## config.mk

```make
export PLATFORM = sky130hd
export DESIGN_NAME = mux_scan_sequencer_flat
export DESIGN_NICKNAME = d
export VERILOG_FILES = /design/src/rtl/mux_scan_sequencer_pkg.sv /design/src/rtl/mux_scan_sequencer_if.sv /design/src/rtl/mux_scan_sequencer_dwell_timer.sv /design/src/rtl/mux_scan_sequencer.sv /design/src/flat_wrapper.sv
export SDC_FILE = /design/constraint.sdc
export NUM_CORES = 1
export LEC_CHECK = 0
export ABC_AREA = 1
export CAP_MARGIN = 20
export CORE_MARGIN = 1.5
export CORE_UTILIZATION = 55
export DETAILED_ROUTE_END_ITERATION = 8
export GPL_TIMING_DRIVEN = 1
export PLACE_DENSITY = 0.79
export SKIP_CTS_REPAIR_TIMING = 1
export SLEW_MARGIN = 30
export SYNTH_ARGS = -nofsm -noshare
export SYNTH_HDL_FRONTEND = slang
export SYNTH_SLANG_ARGS = --single-unit
```

## constraint.sdc

```tcl
create_clock -name clk -period 2.25 [get_ports clk]
set_input_delay 0.3375 -clock clk [delete_from_list [all_inputs] [get_ports clk]]
set_output_delay 0.3375 -clock clk [all_outputs]
set_load 0.005 [all_outputs]
```

## src/rtl/mux_scan_sequencer_pkg.sv

```systemverilog
// Shared types and constants for the mux scan sequencer: FSM state encoding,
// channel count and frame type.
package mux_scan_sequencer_pkg;

   localparam int unsigned N_CH = 4;
   localparam logic [1:0]  LAST_CH = 2'(N_CH - 1);

   typedef logic [N_CH-1:0] frame_t;

   typedef enum logic [1:0] {
      ST_IDLE    = 2'd0,
      ST_SETTLE  = 2'd1,
      ST_SAMPLE  = 2'd2,
      ST_DELIVER = 2'd3
   } scan_state_e;

endpackage

```

## src/rtl/mux_scan_sequencer_if.sv

```systemverilog
// Frame delivery port: a 4-bit frame with valid/ready handshake.
// The sequencer is the master; the consumer is the slave.
interface mux_scan_sequencer_if;
   import mux_scan_sequencer_pkg::*;

   frame_t frame;
   logic   frame_valid;
   logic   frame_ready;

   modport master (output frame, output frame_valid, input frame_ready);
   modport slave  (input frame, input frame_valid, output frame_ready);

endinterface

```

## src/rtl/mux_scan_sequencer_dwell_timer.sv

```systemverilog
// Dwell down-counter: loads a fixed reload value, decrements on request and
// flags terminal count at zero. Holds at zero rather than wrapping.
module mux_scan_sequencer_dwell_timer #(
   parameter int unsigned CNT_W    = 8,
   parameter int unsigned LOAD_VAL = 3
) (
   input  logic clk,
   input  logic rst_n,
   input  logic load_i,
   input  logic dec_i,
   output logic zero_o
);

   logic [CNT_W-1:0] cnt_q;

   always_ff @(posedge clk or negedge rst_n) begin
      if (!rst_n) begin
         cnt_q <= '0;
      end else if (load_i) begin
         cnt_q <= CNT_W'(LOAD_VAL);
      end else if (dec_i && (cnt_q != '0)) begin
         cnt_q <= cnt_q - 1'b1;
      end
   end

   assign zero_o = (cnt_q == '0);

endmodule

```

## src/rtl/mux_scan_sequencer.sv

```systemverilog
// Scan sequencer for a 4:1 mux: steps the select through all channels, lets
// each settle for DWELL cycles, samples it, and delivers the 4-bit frame.
//
//  state   | meaning
//  --------+-------------------------------------------------------------
//  IDLE    | mux disabled, sel=0, waiting for start
//  SETTLE  | mux enabled on current channel, dwell timer counting down
//  SAMPLE  | one cycle; mux output captured into shadow on exit
//  DELIVER | mux disabled; push shadow to the frame port (or stall/drop)
module mux_scan_sequencer
   import mux_scan_sequencer_pkg::*;
#(
   parameter int unsigned DWELL        = 4,
   parameter int unsigned CNT_W        = 8,
   parameter int unsigned DROP_ON_FULL = 0
) (
   input  logic       clk,
   input  logic       rst_n,
   input  logic       start_i,
   input  logic       stop_i,
   input  logic       continuous_i,
   input  logic       mux_out_i,
   output logic [1:0] sel_o,
   output logic       mux_en_o,
   output logic       busy_o,
   output logic       overrun_o,
   mux_scan_sequencer_if.master frame_if
);

   scan_state_e state_q;
   logic [1:0]  chan_q;
   logic [1:0]  sel_q;
   logic        mux_en_q;
   logic        cont_q;
   logic        overrun_q;
   logic        valid_q;
   frame_t      shadow_q;
   frame_t      shadow_d;
   frame_t      frame_q;

   logic last_ch;
   logic deliver_ok;
   logic load_frame;
   logic drop_frame;
   logic move_on;
   logic tmr_load;
   logic tmr_dec;
   logic tmr_zero;

   assign last_ch    = (chan_q == LAST_CH);
   assign deliver_ok = !valid_q || frame_if.frame_ready;
   assign load_frame = (state_q == ST_DELIVER) && !stop_i && deliver_ok;
   assign drop_frame = (state_q == ST_DELIVER) && !stop_i && !deliver_ok
                       && (DROP_ON_FULL != 0);
   assign move_on    = load_frame || drop_frame;

   // The timer is reloaded on every entry into SETTLE.
   assign tmr_load = !stop_i &&
                     (((state_q == ST_IDLE) && start_i) ||
                      ((state_q == ST_SAMPLE) && !last_ch) ||
                      (move_on && cont_q));
   assign tmr_dec  = (state_q == ST_SETTLE) && !stop_i;

   always_comb begin
      shadow_d         = shadow_q;
      shadow_d[chan_q] = mux_out_i;
   end

   mux_scan_sequencer_dwell_timer #(
      .CNT_W    (CNT_W),
      .LOAD_VAL (DWELL - 1)
   ) u_dwell_timer (
      .clk    (clk),
      .rst_n  (rst_n),
      .load_i (tmr_load),
      .dec_i  (tmr_dec),
      .zero_o (tmr_zero)
   );

   always_ff @(posedge clk or negedge rst_n) begin
      if (!rst_n) begin
         state_q   <= ST_IDLE;
         chan_q    <= 2'd0;
         sel_q     <= 2'd0;
         mux_en_q  <= 1'b0;
         cont_q    <= 1'b0;
         overrun_q <= 1'b0;
         valid_q   <= 1'b0;
         shadow_q  <= '0;
         frame_q   <= '0;
      end else begin
         // Frame port runs independently of stop so a pending frame survives an abort.
         if (load_frame) begin
            frame_q <= shadow_q;
            valid_q <= 1'b1;
         end else if (frame_if.frame_ready) begin
            valid_q <= 1'b0;
         end
         if (drop_frame) begin
            overrun_q <= 1'b1;
         end

         if (stop_i) begin
            state_q  <= ST_IDLE;
            chan_q   <= 2'd0;
            sel_q    <= 2'd0;
            mux_en_q <= 1'b0;
            shadow_q <= '0;
         end else begin
            case (state_q)
               ST_IDLE: begin
                  if (start_i) begin
                     state_q   <= ST_SETTLE;
                     chan_q    <= 2'd0;
                     sel_q     <= 2'd0;
                     mux_en_q  <= 1'b1;
                     cont_q    <= continuous_i;
                     overrun_q <= 1'b0;
                  end
               end
               ST_SETTLE: begin
                  if (tmr_zero) begin
                     state_q <= ST_SAMPLE;
                  end
               end
               ST_SAMPLE: begin
                  shadow_q <= shadow_d;
                  if (last_ch) begin
                     state_q  <= ST_DELIVER;
                     mux_en_q <= 1'b0;
                  end else begin
                     state_q <= ST_SETTLE;
                     chan_q  <= chan_q + 2'd1;
                     sel_q   <= chan_q + 2'd1;
                  end
               end
               ST_DELIVER: begin
                  if (move_on) begin
                     chan_q <= 2'd0;
                     sel_q  <= 2'd0;
                     if (cont_q) begin
                        state_q  <= ST_SETTLE;
                        mux_en_q <= 1'b1;
                     end else begin
                        state_q <= ST_IDLE;
                     end
                  end
               end
               default: begin
                  state_q <= ST_IDLE;
               end
            endcase
         end
      end
   end

   assign sel_o                = sel_q;
   assign mux_en_o             = mux_en_q;
   assign busy_o               = (state_q != ST_IDLE);
   assign overrun_o            = overrun_q;
   assign frame_if.frame       = frame_q;
   assign frame_if.frame_valid = valid_q;

endmodule
```

## src/flat_wrapper.sv

```systemverilog
// flat-port wrapper written by rule: the top's interface ports become plain ports
module mux_scan_sequencer_flat import mux_scan_sequencer_pkg::*;
#(
   parameter int unsigned DWELL        = 4,
   parameter int unsigned CNT_W        = 8,
   parameter int unsigned DROP_ON_FULL = 0
)
  (clk, rst_n, start_i, stop_i, continuous_i, mux_out_i, sel_o, mux_en_o, busy_o, overrun_o, frame_if_frame, frame_if_frame_valid, frame_if_frame_ready);
  mux_scan_sequencer_if frame_if_i ();
  input  logic clk;
  input  logic rst_n;
  input  logic start_i;
  input  logic stop_i;
  input  logic continuous_i;
  input  logic mux_out_i;
  output logic [1:0] sel_o;
  output logic mux_en_o;
  output logic busy_o;
  output logic overrun_o;
  output wire logic [$bits(frame_if_i.frame)-1:0] frame_if_frame;
  output wire logic [$bits(frame_if_i.frame_valid)-1:0] frame_if_frame_valid;
  input wire logic [$bits(frame_if_i.frame_ready)-1:0] frame_if_frame_ready;
  assign frame_if_frame = frame_if_i.frame;
  assign frame_if_frame_valid = frame_if_i.frame_valid;
  assign frame_if_i.frame_ready = frame_if_frame_ready;
  mux_scan_sequencer #(.DWELL(DWELL), .CNT_W(CNT_W), .DROP_ON_FULL(DROP_ON_FULL)) u_core (.clk(clk), .rst_n(rst_n), .start_i(start_i), .stop_i(stop_i), .continuous_i(continuous_i), .mux_out_i(mux_out_i), .sel_o(sel_o), .mux_en_o(mux_en_o), .busy_o(busy_o), .overrun_o(overrun_o), .frame_if(frame_if_i));
endmodule
```

# After elaboration in Yosys (flattened, before gate mapping)
# Cells that the tools add are included.
# classes
add_sub_neg	2
magnitude_cmp	2
n_eq_ne	10
mux	27
n_bitwise	1
reduce_logical	27
# op_table
operator	count
2-bit two-way mux	9
8-bit two-way mux	2
3-bit by 2-bit inequality test with 1-bit output (second input constant)	4
1-bit logical AND	9
1-bit two-way mux	9
8-bit zero test	1
4-bit two-way mux	2
2-bit one-hot mux with 4 select lines	1
2-bit nonzero test	4
8-bit nonzero test	1
8-bit by 1-bit subtractor with 8-bit output (second input constant)	1
2-bit equality test (second input constant)	3
3-bit inequality test (second input constant)	2
2-bit one-hot mux with 3 select lines	1
3-bit AND reduction	2
5-bit AND reduction	1
4-bit bitwise mux	1
4-bit AND reduction	1
4-bit nonzero test	1
1-bit zero test	3
1-bit logical OR	3
2-bit by 3-bit < comparator with 1-bit output (second input constant)	1
1-bit one-hot mux with 3 select lines	1
2-bit by 1-bit adder with 2-bit output (second input constant)	1
5 further kinds	5
# word_totals
regBits	23
in_bits	7
output_inout_bits	10
elab_cells	77

# Longest topological paths before layout
# Gate-level depths: netlist of run 1.
# logic_depth
word_depth	7
ltp_mapped	10
mapped_depth_nobuf	9

# Modules after synthesis
# From an unflattened synthesis of run 1, not the netlist that was laid out.
# hier_totals
hier_cells	180
area_unflattened_um2	1366.3
# modules_own_cells
mod	instances	cells_per_inst	area_each_um2	seq_area_each_um2
mux_scan_sequencer	1	110	843.3	375.4
mux_scan_sequencer_dwell_timer	1	70	523.0	200.2

# Worst setup path after synthesis of run 1
# Ideal clock, no wire load.
# synth_path
kind	register to register
start	register u_core.state_q[0]
end	register u_core.u_dwell_timer.cnt_q[4]
setup_time_ps	117
arrival_ps	1275
required_time_ps	2133
slack_ps	858
stages_incl_launch_ff	10
n_path_buf	1
synth_period_minus_slack_ps	1392
path_cell_list	dfrtp_1 -> inv_1 -> ha_1 -> nand2_1 -> a21boi_1 -> nand2_1 -> nand2_2 -> buf_6 -> nand3_1 -> nand2_1
# synth_via
elab_chain_len	7
word_cells_on_any_way	16
classes_between	eq/ne (3); mux (1); reduce/logical (12)
# synth_lines
item	line	text
from (decl)	mux_scan_sequencer.sv:30	scan_state_e state_q;
from (signal assigned)	mux_scan_sequencer.sv:82	state_q <= ST_IDLE;
from (signal assigned)	mux_scan_sequencer.sv:104	state_q <= ST_IDLE;
from (signal assigned)	mux_scan_sequencer.sv:113	state_q <= ST_SETTLE;
2-bit equality test	mux_scan_sequencer.sv:52	assign load_frame = (state_q == ST_DELIVER) && !stop_i && deliver_ok;
1-bit logical AND	--	
1-bit logical AND	mux_scan_sequencer.sv:52	
1-bit logical AND	mux_scan_sequencer.sv:61	(move_on && cont_q));
1-bit logical OR	mux_scan_sequencer.sv:60	((state_q == ST_SAMPLE) && !last_ch) ||
1-bit logical AND	mux_scan_sequencer.sv:58	assign tmr_load = !stop_i &&
8-bit two-way mux / 2-bit nonzero test (equally long branches)	--	
to (signal assigned)	mux_scan_sequencer_dwell_timer.sv:20	cnt_q <= CNT_W'(LOAD_VAL);
to (signal assigned)	mux_scan_sequencer_dwell_timer.sv:22	cnt_q <= cnt_q - 1'b1;
to (decl)	mux_scan_sequencer_dwell_timer.sv:14	logic [CNT_W-1:0] cnt_q;
# Several ways; a longest one is shown, not always the timed one.
# A chain may end at the register's enable or synchronous reset.

# Final worst setup path of run 1
# layout_path
start	register u_core.state_q[0]
end	output busy_o
# layout_via
elab_chain_len	1
# layout_lines
item	line	text
2-bit nonzero test	mux_scan_sequencer.sv:159	assign busy_o = (state_q != ST_IDLE);
to (decl)	flat_wrapper.sv:18	output logic busy_o;
# No other way between the ends.

==> reports/results.tsv, run 1 <==
stage	metric	value	unit
synth	yosys warns	0	
critical_path	WS Path Type	reg -> out	
critical_path	CP max stage cell	clkdlybuf4s50_1	
cts	clock transition at the registers of the reported paths	0.13	ns
critical_path	Largest stage delay, worst path	0.50	ns
critical_path	R2R Path Start	u_core.state_q[0]$_DFFE_PN0P_	
route	drt drc	0	
placed_design	placed inst area	1620	um^2
route	Met1 Routed Length	1.39	mm
grt	All-Layer GR Usage	22.0	%
timing	final number of hold-violating endpoints	0	
worst_hold_path	HP Class	in -> async	
grt	total gr overflow	0	
cts	TritonCTS clock tree	done	
route	routed wl met2	1.34	mm
route	Via density	5.21	
power	VDD IR max	0.560	mV
timing	RSZ-0062 raised after global routing	false	
timing	final setup skew	0.00540	ns
synth	Synth cell types	28	
status	status	completed	
route	router iterations before antenna repair	4	
cts	clock sinks	23	
grt	largest net degree at the start of global routing	24	
synth	top_reg_cell synth	dfrtp_1	
critical_path	Worst Reg2Reg Path Length in Cells	8	
synth	Syn Nets	211	
cells_and_area	multi-input logic area	756	um^2
power	Tot Pwr	1.40	mW
power	Psw	0.580	mW
power	switching share of power	41.3	%
timing	period utilization	91.8	%
grt	first-pass GRT wire length	4.65	mm
synth	sequential area share after synthesis	39.5	%
cells_and_area	# diodes	0	
floorplanning	total core area	2500	um^2
critical_path	CP endpoint kind	primary output	
critical_path	crit path launch	u_core.state_q[0]$_DFFE_PN0P_	
power	Clk pwr share	13.7	%
critical_path	data required time of the critical path	1.91	ns
synth	EDFF count, synth	0	
cts	clock latency on the worst-skew pair	0.31	ns
synth	Syn Inst Count	193	
power	sequential fraction of design power	41.9	%
floorplanning	Starting Density	58.4	%
synth	synthesized flop and latch total	23	
power	pwr/cell area	853	nW/um^2
timing	Setup TNS Final	0	ns
job	Max-Cap Viols	0	
power	Cell Int Power	0.823	mW
route	Vias	1244	
route	top sig layer	met4	
floorplanning	Std-Cell Rows	18	
synth	post-synth top area cell	dfrtp_1	
power	P_leak	0.860	nW
cts	H-Tree Level Count	1	
synth	Synth Cell Area	1460	um^2
route	Antenna Violating Nets Remaining	0	
placed_design	Final HPWL DP	2.21	mm
timing	final hold slack	0.359	ns
critical_path	Critical Path Start Type	register	
floorplanning	Die H	54.5	um
cts	worst-case clock buffer depth	2	
synth	Synth top area share	39.5	%
timing	final setup fails	0	
route	DR WL met3	105	um
route	WL/cell	12.0	um
cells_and_area	# nets final	228	
critical_path	crit-path max FO	5	
critical_path	WP data arrival	1.73	ns
grt	vias in the first global route	1073	
timing	Final Critical Period	2.06	ns
timing	fin. max-slew vios	0	
floorplanning	DIE AREA	2970	um^2
cts	CTS root buf	clkbuf_4	
cells_and_area	layout cells sized above 1	7.66	%
power	Comb pwr share	44.4	%
floorplanning	die width	54.5	um
grt	initial antenna violation count	0	
placed_design	GP Congestion	0.855	
cts	CTS buffer count	3	
cells_and_area	FILL cells	206	
placed_design	Port Buffers	15	
critical_path	CP cell instances	inv_1, ha_1, inv_1, clkdlybuf4s50_1	
synth	Async SR Flop Fraction	100	%
synth	Syn Area/Cell	7.56	um^2
critical_path	crit-path most repeated cell	inv_1	
cells_and_area	design area	1650	um^2
cells_and_area	P&R area growth vs syn	12.8	%
route	number of DRC markers in iteration 0	29	
synth	synth top area cells	dfrtp_1 (39%), nand2_1 (15%), ha_1 (9.4%)	
floorplanning	IO Count	17	
cells_and_area	FF/Latch Area	576	um^2
timing	f_max	0.484	GHz
route	total wire length	2.87	mm
## worst max-delay path: cells and delay by family, from the launching register on
kind                     cells  cell delay [ns]
buffers and inverters        3             0.72
flip-flops                   1             0.44
adder cells (fa/ha/maj)      1             0.26
## power groups by stage
stage	Sequential [mW]	Combinational (mW)	Clock, mW
after global routing	0.603	0.718	0.207
final	0.587	0.623	0.193
after detailed placement	0.595	0.619	0
after CTS	0.586	0.624	0.195
after global placement	0.589	0.594	0
after floorplan	0.578	0.440	0
## layout by cell type (no fill, tap or decap)
master,netlist,final
nand2_1,58,58
nand3_1,27,27
dfrtp_1,23,23
inv_1,19,19
clkdlybuf4s50_1,0,15
nor2_1,14,14
ha_1,11,11
o21ai_1,7,7
a21oi_1,6,6
inv_2,3,3
nand2_2,3,3
o21ai_0,3,3
clkbuf_4,0,3
nor2_2,2,2
inv_4,1,1
or2_1,1,1
nor2_4,1,1
a31oi_1,1,1
nand2_4,1,1
nor2_8,1,1
a21boi_1,1,1
mux2_1,1,1
a21o_1,1,1
a211oi_1,1,1
clkinv_1,1,1
xor2_1,1,1
conb_1,1,1
clkbuf_1,0,1
buf_4,1,1
## final timing paths
path	slack, ns	to
worst max-delay path	0.19	busy_o
worst min-delay path	0.36	u_core.frame_if.frame[0]$_DFFE_PN0P_
worst max register to register	0.60	u_core.chan_q[0]$_DFFE_PN0P_
worst min register to register	0.49	u_core.frame_if.frame[1]$_DFFE_PN0P_
max in group asynchronous	1.66	u_core.mux_en_o$_DFFE_PN0P_
min in group clk	0.49	u_core.frame_if.frame[1]$_DFFE_PN0P_
## area by class of cell
cell class              count  area share, %
multi-input cells         142           45.9
inverters                  24           5.63
flip-flops and latches     23           35.0
well taps                  30           2.28
repair buffers             16           9.58
clock buffers               4           1.60
## layer usage
layer / track usage (%) / vias to the layer above
li1: - / 643
met1: 29.2 / 568
met2: 37.3 / 29
met3: 2.46 / 4
met4: 7.50 / 0
met5: 0 / -
## cell families (layout without fill, tap and decap cells)
kind of cell / after synthesis / in the layout / share of synthesized area, %
buf+inv: 28 / 44 / 8.75
xor+xnor: 1 / 1 / 0.600
other cells: 1 / 1 / 0.257
flops: 23 / 23 / 39.5
simple gates: 108 / 108 / 33.3
fa+ha+maj: 11 / 11 / 9.43
mux: 1 / 1 / 0.772
compound gates: 20 / 20 / 7.46
## cell usage after synthesis, types with 2 or more instances
master and instances:
nand2_1 58, nand3_1 27, dfrtp_1 23, inv_1 19, nor2_1 14, ha_1 11
o21ai_1 7, a21oi_1 6, inv_2 3, nand2_2 3, o21ai_0 3, buf_6 2
nor2_2 2
## flip-flops by register name (all words and copies together) (netlist names)
name,cells
u_core.mux_en_o,1
u_core.u_dwell_timer.cnt_q,8
u_core.cont_q,1
u_core.shadow_q,4
u_core.frame_if.frame_valid,1
u_core.chan_q,2
u_core.state_q,2
u_core.frame_if.frame,4
## stage by stage
step	utilization (%)	setup slack, ns	instances
finish	65.8	0.186	239
global route	65.8	0.0880	239
CTS	65.8	0.181	239
detailed placement	64.8	0.267	235
global placement	64.8	0.352	235
floorplan	-	0.858	193
(Power assumes the default switching activity.)
==> run 2: changes to the inputs <==
Settings changed: PLACE_DENSITY 0.79 to not set, PLACE_DENSITY_LB_ADDON set to 0.05.
==> run 2 against run 1 <==
Against the previous run: first-iteration DRC count grew 10%; worst setup slack gained 0.012 ns; clock skew is 0.0047 ns higher; total power up 0.15%; flip-flop and latch count unchanged; maximum frequency rose by 0.60%; via count is 0.80% lower; clock-buffer cell count unchanged; critical path depth did not move; die area unchanged; combinational power about the same; design area unchanged.
==> reports/results.tsv, run 2 (synthesized netlist as in run 1, its figures left out) <==
stage	metric	value	unit	change
power	P_leak	0.860	nW	unchanged
route	WL/cell	11.9	um	-0.77%
critical_path	WS Path Type	reg -> out		
route	Antenna Violating Nets Remaining	0		unchanged
floorplanning	Std-Cell Rows	18		unchanged
power	Clk pwr share	13.7	%	about the same
cts	clock transition at the registers of the reported paths	0.13	ns	about the same
power	sequential fraction of design power	41.9	%	about the same
grt	initial antenna violation count	0		unchanged
cells_and_area	# nets final	228		unchanged
floorplanning	Starting Density	58.4	%	unchanged
cells_and_area	commonest cells after routing, fill and taps aside	nand2_1 (58), nand3_1 (27), dfrtp_1 (23)		
timing	final hold slack	0.361	ns	+0.00210 ns
critical_path	data required time of the critical path	1.91	ns	about the same
critical_path	Critical path buffers and inverters	3		unchanged
grt	vias in the first global route	1098		+2.3%
critical_path	crit-path max FO	6		+1
cts	H-Tree Level Count	1		unchanged
power	Psw	0.581	mW	+0.20%
timing	final setup skew	0.0101	ns	+0.00474 ns
timing	period utilization	91.2	%	-0.54 points
placed_design	GP Congestion	0.806		-5.8%
grt	first-pass GRT wire length	4.61	mm	-0.88%
cts	clock sinks	23		unchanged
critical_path	CP cell instances	inv_1, ha_1, inv_1, clkdlybuf4s50_1		
cells_and_area	FILL cells	227		+10%
floorplanning	DIE AREA	2970	um^2	unchanged
power	VDD IR max	0.548	mV	-2.1%
route	router iterations before antenna repair	4		unchanged
route	drt drc	0		unchanged
critical_path	RR Endpoint	u_core.chan_q[1]$_DFFE_PN0P_		
critical_path	WP data arrival	1.71	ns	-0.02 ns
grt	All-Layer GR Usage	21.6	%	-0.47 points
critical_path	crit-path most repeated cell	inv_1		
cells_and_area	P&R area growth vs syn	12.8	%	unchanged
critical_path	Largest stage delay, worst path	0.50	ns	about the same
critical_path	critical path's top delay family	buffers and inverters		
route	Vias	1234		-0.80%
cts	TritonCTS clock tree	done		
critical_path	CP max stage cell	clkdlybuf4s50_1		
route	number of DRC markers in iteration 0	32		+10%
floorplanning	Die H	54.5	um	unchanged
worst_hold_path	HP Class	in -> async		
floorplanning	total core area	2500	um^2	unchanged
placed_design	Port Buffers	15		unchanged
power	Cell Int Power	0.824	mW	+0.12%
timing	final setup fails	0		unchanged
critical_path	Worst Reg2Reg Path Length in Cells	8		unchanged
power	pwr/cell area	854	nW/um^2	+0.15%
timing	Final Critical Period	2.05	ns	-0.0123 ns
route	Via density	5.16		-0.80%
critical_path	R2R Path Start	u_core.state_q[0]$_DFFE_PN0P_		
cells_and_area	multi-input logic area	756	um^2	unchanged
timing	f_max	0.487	GHz	+0.60%
power	switching share of power	41.4	%	about the same
cells_and_area	# diodes	0		unchanged
cts	CTS root buf	clkbuf_4		
critical_path	Critical Path Start Type	register		
status	status	completed		
cells_and_area	Biggest register	u_core.u_dwell_timer.cnt_q		
cells_and_area	layout cells sized above 1	7.66	%	unchanged
floorplanning	die width	54.5	um	unchanged
cells_and_area	most common cell after layout, fill and taps aside	nand2_1		
job	Max-Cap Viols	0		unchanged
cts	worst-case clock buffer depth	2		unchanged
timing	RSZ-0062 raised after global routing	false		
critical_path	CP endpoint kind	primary output		
timing	Setup TNS Final	0	ns	unchanged
cts	clock latency on the worst-skew pair	0.31	ns	about the same
cells_and_area	FF/Latch Area	576	um^2	unchanged
cells_and_area	max reg flops	8		unchanged
critical_path	reg2reg setup slack	0.59	ns	about the same
placed_design	Final HPWL DP	2.17	mm	-1.6%
power	Comb pwr share	44.4	%	about the same
cts	CTS buffer count	3		unchanged
grt	largest net degree at the start of global routing	24		unchanged
timing	final number of hold-violating endpoints	0		unchanged
route	total wire length	2.85	mm	-0.77%
floorplanning	IO Count	17		unchanged
grt	total gr overflow	0		unchanged
timing	fin. max-slew vios	0		unchanged
## run 2: cell counts in the layout (fill, tap and decap cells not counted)
Identical to the previous run, type by type.
## run 2: through the flow
stage                     total power [mW]  std cells  utilization [%]  instance area (um^2)  setup WS (ns)
final                                 1.40        239             65.8                  1650          0.198
after global routing                  1.53        239             65.8                  1650         0.0930
after CTS                             1.41        239             65.8                  1650          0.194
after detailed placement              1.22        235             64.8                  1620          0.247
after global placement                1.19        235             64.8                  1620          0.342
after floorplan                       1.02        193                -                  1460          0.858
## run 2: final cells by class
cell class / instances / area share, %
timing repair buffer: 16 / 9.58
multi-input combinational: 142 / 45.9
sequential: 23 / 35.0
inverter: 24 / 5.63
tap: 30 / 2.28
clock buffer: 4 / 1.60
## run 2: layer usage
metal	vias up	share of wire, %	wire, um	GRT usage [%]
li1	643	-	-	-
met1	548	49	1390	29.9
met2	39	45	1290	33.7
met3	4	4.5	129	3.28
met4	0	1.3	36	8.33
met5	-	0	0	0
## run 2: worst max-delay path by stage
stage	from	to	slack [ns]	cells past startpoint
6_report	u_core.state_q[1]$_DFFE_PN0P_	busy_o	0.20	4
3_5_place_dp	stop_i	u_core.u_dwell_timer.cnt_q[5]$_DFFE_PN0P_	0.25	9
2_1_floorplan	u_core.state_q[0]$_DFFE_PN0P_	u_core.u_dwell_timer.cnt_q[4]$_DFFE_PN0P_	0.86	9
3_3_place_gp	stop_i	u_core.u_dwell_timer.cnt_q[6]$_DFFE_PN0P_	0.34	9
5_1_grt	u_core.state_q[1]$_DFFE_PN0P_	busy_o	0.09	4
4_1_cts	u_core.state_q[1]$_DFFE_PN0P_	busy_o	0.19	4
## run 2: power groups by stage
stage          clock network [mW]  logic, mW  registers, mW
2_1_floorplan                   0      0.440          0.578
3_5_place_dp                    0      0.620          0.596
3_3_place_gp                    0      0.598          0.589
5_1_grt                     0.215      0.713          0.599
4_1_cts                     0.196      0.625          0.587
6_report                    0.193      0.624          0.588
==> run 3: changes to the inputs <==
Settings changed: SKIP_LAST_GASP set to 1.
==> results of run 3 <==
The final DEF is identical to that of run 2; final timing and power are the same.
